File: config.mk
export PLATFORM = sky130hd
export DESIGN_NAME = beat_gen
export DESIGN_NICKNAME = d
export VERILOG_FILES = /design/src/rtl/beat_gen.sv
export SDC_FILE = /design/constraint.sdc
export NUM_CORES = 1
export LEC_CHECK = 0
export ABC_AREA = 1
export ABC_CLOCK_PERIOD_IN_PS = 1800
export CORE_MARGIN = 10
export CORE_UTILIZATION = 54
export CTS_BUF_LIST = sky130_fd_sc_hd__clkbuf_2 sky130_fd_sc_hd__clkbuf_4 sky130_fd_sc_hd__clkbuf_8
export DETAILED_ROUTE_END_ITERATION = 10
export PLACE_DENSITY = 0.91
export SLEW_MARGIN = 20
export SYNTH_ARGS = -nofsm -noshare
export SYNTH_HDL_FRONTEND = slang
export SYNTH_SLANG_ARGS = --single-unit
File: constraint.sdc
create_clock -name t3 -period 1.8 [get_ports t3]
set_input_delay 0.36 -clock t3 [delete_from_list [all_inputs] [get_ports t3]]
set_output_delay 0.36 -clock t3 [all_outputs]
set_load 0.1 [all_outputs]
File: src/rtl/beat_gen.sv
// beat_gen: beat (node) timing generator for the hardwired controller.
// Produces one-hot machine-cycle beats w1/w2/w3. Each instruction cycle is
// stretched or shortened on the controller's short/long requests. The block
// also handles run start (qd rising edge), halt (stop), single-step mode and
// a completed-cycle counter for debug display.
//
// Ports:
//   t3       in   system clock, rising edge
//   clr      in   synchronous active-low reset
//   qd       in   start button level; a rising edge starts the sequence
//   step     in   single-step mode: halt after every completed cycle
//   short    in   end the current cycle after w1 (sampled in W1 only)
//   long     in   extend the current cycle to w3 (sampled in W2 only)
//   stop     in   halt after the current beat
//   w1/w2/w3 out  beat outputs, one-hot while running, all 0 when idle
//   running  out  1 whenever a beat is active
//   cyc_cnt  out  completed instruction cycles, wraps modulo 2^CNT_W
//
// state | meaning
// IDLE  | no beat active, waiting for a qd rising edge
// W1    | first beat of a cycle
// W2    | second beat (normal and long cycles)
// W3    | third beat (long cycles only)

module beat_gen #(
  parameter int CNT_W = 16
) (
  input  logic             t3,
  input  logic             clr,
  input  logic             qd,
  input  logic             step,
  input  logic             short,
  input  logic             long,
  input  logic             stop,
  output logic             w1,
  output logic             w2,
  output logic             w3,
  output logic             running,
  output logic [CNT_W-1:0] cyc_cnt
);

  typedef enum logic [1:0] {
    IDLE = 2'd0,
    W1   = 2'd1,
    W2   = 2'd2,
    W3   = 2'd3
  } state_t;

  state_t state;
  state_t nxt;
  logic   qd_q;
  logic   qd_start;
  logic   cyc_done;

  assign qd_start = qd & ~qd_q;

  // cyc_done marks the beat that closes an instruction cycle; it is still
  // asserted when stop or step also ends the run on that same edge.
  always_comb begin
    nxt      = state;
    cyc_done = 1'b0;
    case (state)
      IDLE: begin
        if (qd_start) nxt = W1;
      end
      W1: begin
        if (stop) begin
          nxt      = IDLE;
          cyc_done = short;
        end else if (short) begin
          cyc_done = 1'b1;
          nxt      = step ? IDLE : W1;
        end else begin
          nxt = W2;
        end
      end
      W2: begin
        if (stop) begin
          nxt      = IDLE;
          cyc_done = ~long;
        end else if (long) begin
          nxt = W3;
        end else begin
          cyc_done = 1'b1;
          nxt      = step ? IDLE : W1;
        end
      end
      W3: begin
        cyc_done = 1'b1;
        nxt      = (stop | step) ? IDLE : W1;
      end
      default: nxt = IDLE;
    endcase
  end

  // Outputs are registered decodes of the next state, so they line up with
  // the state register. qd_q resets high so a button held through reset
  // must be released and pressed again to start.
  always_ff @(posedge t3) begin
    if (!clr) begin
      state   <= IDLE;
      qd_q    <= 1'b1;
      w1      <= 1'b0;
      w2      <= 1'b0;
      w3      <= 1'b0;
      running <= 1'b0;
      cyc_cnt <= '0;
    end else begin
      state   <= nxt;
      qd_q    <= qd;
      w1      <= (nxt == W1);
      w2      <= (nxt == W2);
      w3      <= (nxt == W3);
      running <= (nxt != IDLE);
      if (cyc_done) cyc_cnt <= cyc_cnt + CNT_W'(1);
    end
  end

endmodule

==> impl_metrics.env <==
export IMPL_drv_cap=0
export IMPL_h_tree_depth=1
export IMPL_crit_buf_inv=3
export IMPL_dpl_hpwl_um=2730
export IMPL_arrival_ps=1750
export IMPL_crit_chain="clkdlybuf4s50_1 > inv_1 > nand2_2 > inv_2 > nor2_2 > nand3_1 > nor2_1 > nor2_1 > nor2_1"
export IMPL_grt_max_degree=14
export IMPL_cts_sinks=23
export IMPL_run_status="finished clean"
export IMPL_final_cell_mix="34 x nand2_1, 28 x nor2_1, 20 x inv_1, 20 x buf_12, 16 x dfxtp_1"
export IMPL_post_route_min_period_ps=1490
export IMPL_row_count=16
export IMPL_synth_seq_area_share=0.413
export IMPL_final_max_slew_viol_count=0
export IMPL_routed_wl_um=3690
export IMPL_fin_area_mm2=0.00165
export IMPL_grtUsageMet2=0.310
export IMPL_critPathMaxFanout=4
export IMPL_drive_gt1_frac=0.242
export IMPL_synth_cell_type_count=22
export IMPL_core_area_mm2=0.00196
export IMPL_dpl_cell_area_mm2=0.00162
export IMPL_tritoncts="built"
export IMPL_hold_path_depth=1
export IMPL_rrSetupSlack_ps=310
export IMPL_drtPass1Iterations=4
export IMPL_antenna_found_initial=0
export IMPL_endpoint_kind="flop"
export IMPL_dieWidth_um=65.4
export IMPL_synth_area_leader_cell="dfxtp_1"
export IMPL_ios=27
export IMPL_final_period_utilization=0.829
export IMPL_max_freq_ghz=0.670
export IMPL_numCtsBuffers=3
export IMPL_ys_ff_latch=23
export IMPL_ir_drop_mv=0.446
export IMPL_grt_ovfl_total=0
export IMPL_hold_violations=0
export IMPL_design_power_total_mw=0.897
export IMPL_worstSetupPathType="in -> reg"
export IMPL_syn_cell_area_mm2=0.00111
export IMPL_use_met1=0.169
export IMPL_die_area_mm2=0.00428
export IMPL_slowest_delay_ps=470
export IMPL_final_nets=203
export IMPL_busiest_layer="met2"
export IMPL_yosysTopAreaCellShare=0.413
export IMPL_hold_buffers=0
export IMPL_remaining_drc_errors=0
export IMPL_grt_usage=0.178
export IMPL_vias_per_cell=5.89
export IMPL_clk_pin_slew_ps=130
export IMPL_synth_cells=164
export IMPL_finalSetupViolCount=0
export IMPL_hold_path_class="reg -> reg"
export IMPL_crit_path_start="short"
export IMPL_power_density_mw_per_mm2=544
export IMPL_die_h_um=65.4
export IMPL_yosys_warnings=0
export IMPL_critPathSlowestCell="clkdlybuf4s50_1"
export IMPL_antenna_cells=0
export IMPL_place_gp_congestion=0.922
export IMPL_rr_worst_depth=8
export IMPL_slew_limit_headroom=0.788
export IMPL_crit_path_end="cyc_cnt[14]"
export IMPL_reg2reg_from="cyc_cnt[1]"
export IMPL_syn_to_final_growth_pct=48.2
export IMPL_grt_pass1_wl_um=6040
export IMPL_critPathRequiredTime_ps=2060
export IMPL_vias=1301
export IMPL_start_util=0.568
export IMPL_tightest_slew_ps=315
export IMPL_io_buffers=26
export IMPL_routedWlPerCell_um=16.7
export IMPL_clockBufferDepth=2
export IMPL_holdWs_ps=518
export IMPL_cp_top_family="simple AND/OR/NAND/NOR gates"
export IMPL_cts_setup_buffers=0
export IMPL_grt_pass1_vias=1280
export IMPL_syn_avg_cell_area_um2=6.79
export IMPL_drtAntennaViolNets=0
export IMPL_synth_top_cells_by_area="dfxtp_1 41%, nand2_1 11%, nor2_1 9.4%"
export IMPL_cts_root_buffer="clkbuf_4"
export IMPL_worst_setup_path_start_kind="primary input"
export IMPL_drt_first_iter_violations=118
export IMPL_p_leak_nw=0.677
export IMPL_finClkSkew_ps=1.65
export IMPL_clkLatencyLatePin_ps=310
export IMPL_rsz0062_at_grt="false"
export IMPL_final_common_cell="nand2_1"
export IMPL_crit_top_cell="nor2_1"
export IMPL_r2r_end="cyc_cnt[8]"
export IMPL_synth_fp_nets=172
export IMPL_tns_ps=0
export IMPL_use_met3=0.0627
export IMPL_cts_resized_gates=0
export IMPL_cp_depth=9
-- sequential cells by signal (all words and copies together), names as in the netlist --
signal / cells
w3: 1
cyc_cnt: 16
qd_q: 1
w1: 1
running: 1
state: 2
w2: 1
-- synthesized netlist by cell type (all sizes together) --
cell type,count
o21bai,1
xnor2,1
nand3,15
a21oi,9
inv,24
nand4,6
o21a,1
clkinv,1
dfxtp,23
nor3,5
clkbuf,1
nand2,38
ha,1
nor2,33
o21ai,5
-- report_power, final --
part	leakage [nW]	total, mW	switching, mW	internal, mW
combinational	0.469	0.115	0.0739	0.0414
clock	0.0184	0.259	0.158	0.102
sequential	0.190	0.523	0.00657	0.516
total	0.677	0.897	0.238	0.659
-- how the worst min path moves through the flow --
| stage | start | slack [ps] | to |
|---|---|---|---|
| 2_1_floorplan | qd | 460 | qd_q |
| 3_3_place_gp | cyc_cnt[5] | 480 | cyc_cnt[5] |
| 3_5_place_dp | cyc_cnt[3] | 490 | cyc_cnt[3] |
| 4_1_cts | cyc_cnt[3] | 510 | cyc_cnt[3] |
| 5_1_grt | cyc_cnt[3] | 520 | cyc_cnt[3] |
| 6_report | cyc_cnt[3] | 520 | cyc_cnt[3] |
-- worst register-to-register path, stage by stage (launching register included) --
cell	delay [ps]
dfxtp_2	430
ha_1	210
inv_1	90
nor2_2	150
nand2_2	80
nor2_4	180
nand2_1	90
o21ai_1	130
nor2_1	50
-- logic make-up after synthesis --
group | after synthesis | synth area share
simple gates | 97 | 0.403
buf+inv | 26 | 0.0876
flops | 23 | 0.413
compound gates | 16 | 0.0764
xor+xnor | 1 | 0.00787
fa+ha+maj | 1 | 0.0112
-- stage by stage --
step                      setup WS (ps)   util  cells
after floorplan                    24.4      -    164
after global placement              160  0.826    217
after detailed placement           72.9  0.826    217
after CTS                           330  0.841    221
after global routing                169  0.841    221
final                               307  0.841    221
-- layer usage --
metal	part of all wire	up-vias
met5	0	-
met4	0.068	0
met3	0.10	33
met2	0.47	102
met1	0.36	580
li1	-	586
-- layout make-up --
class	instances	area (µm²)
clock buffers	4	30.0
repair buffers	27	468
inverters	25	93.8
multi-input cells	115	556
fillers	114	312
well taps	27	33.8
flip-flops and latches	23	469
No activity file was read; power rests on OpenSTA's default activity.
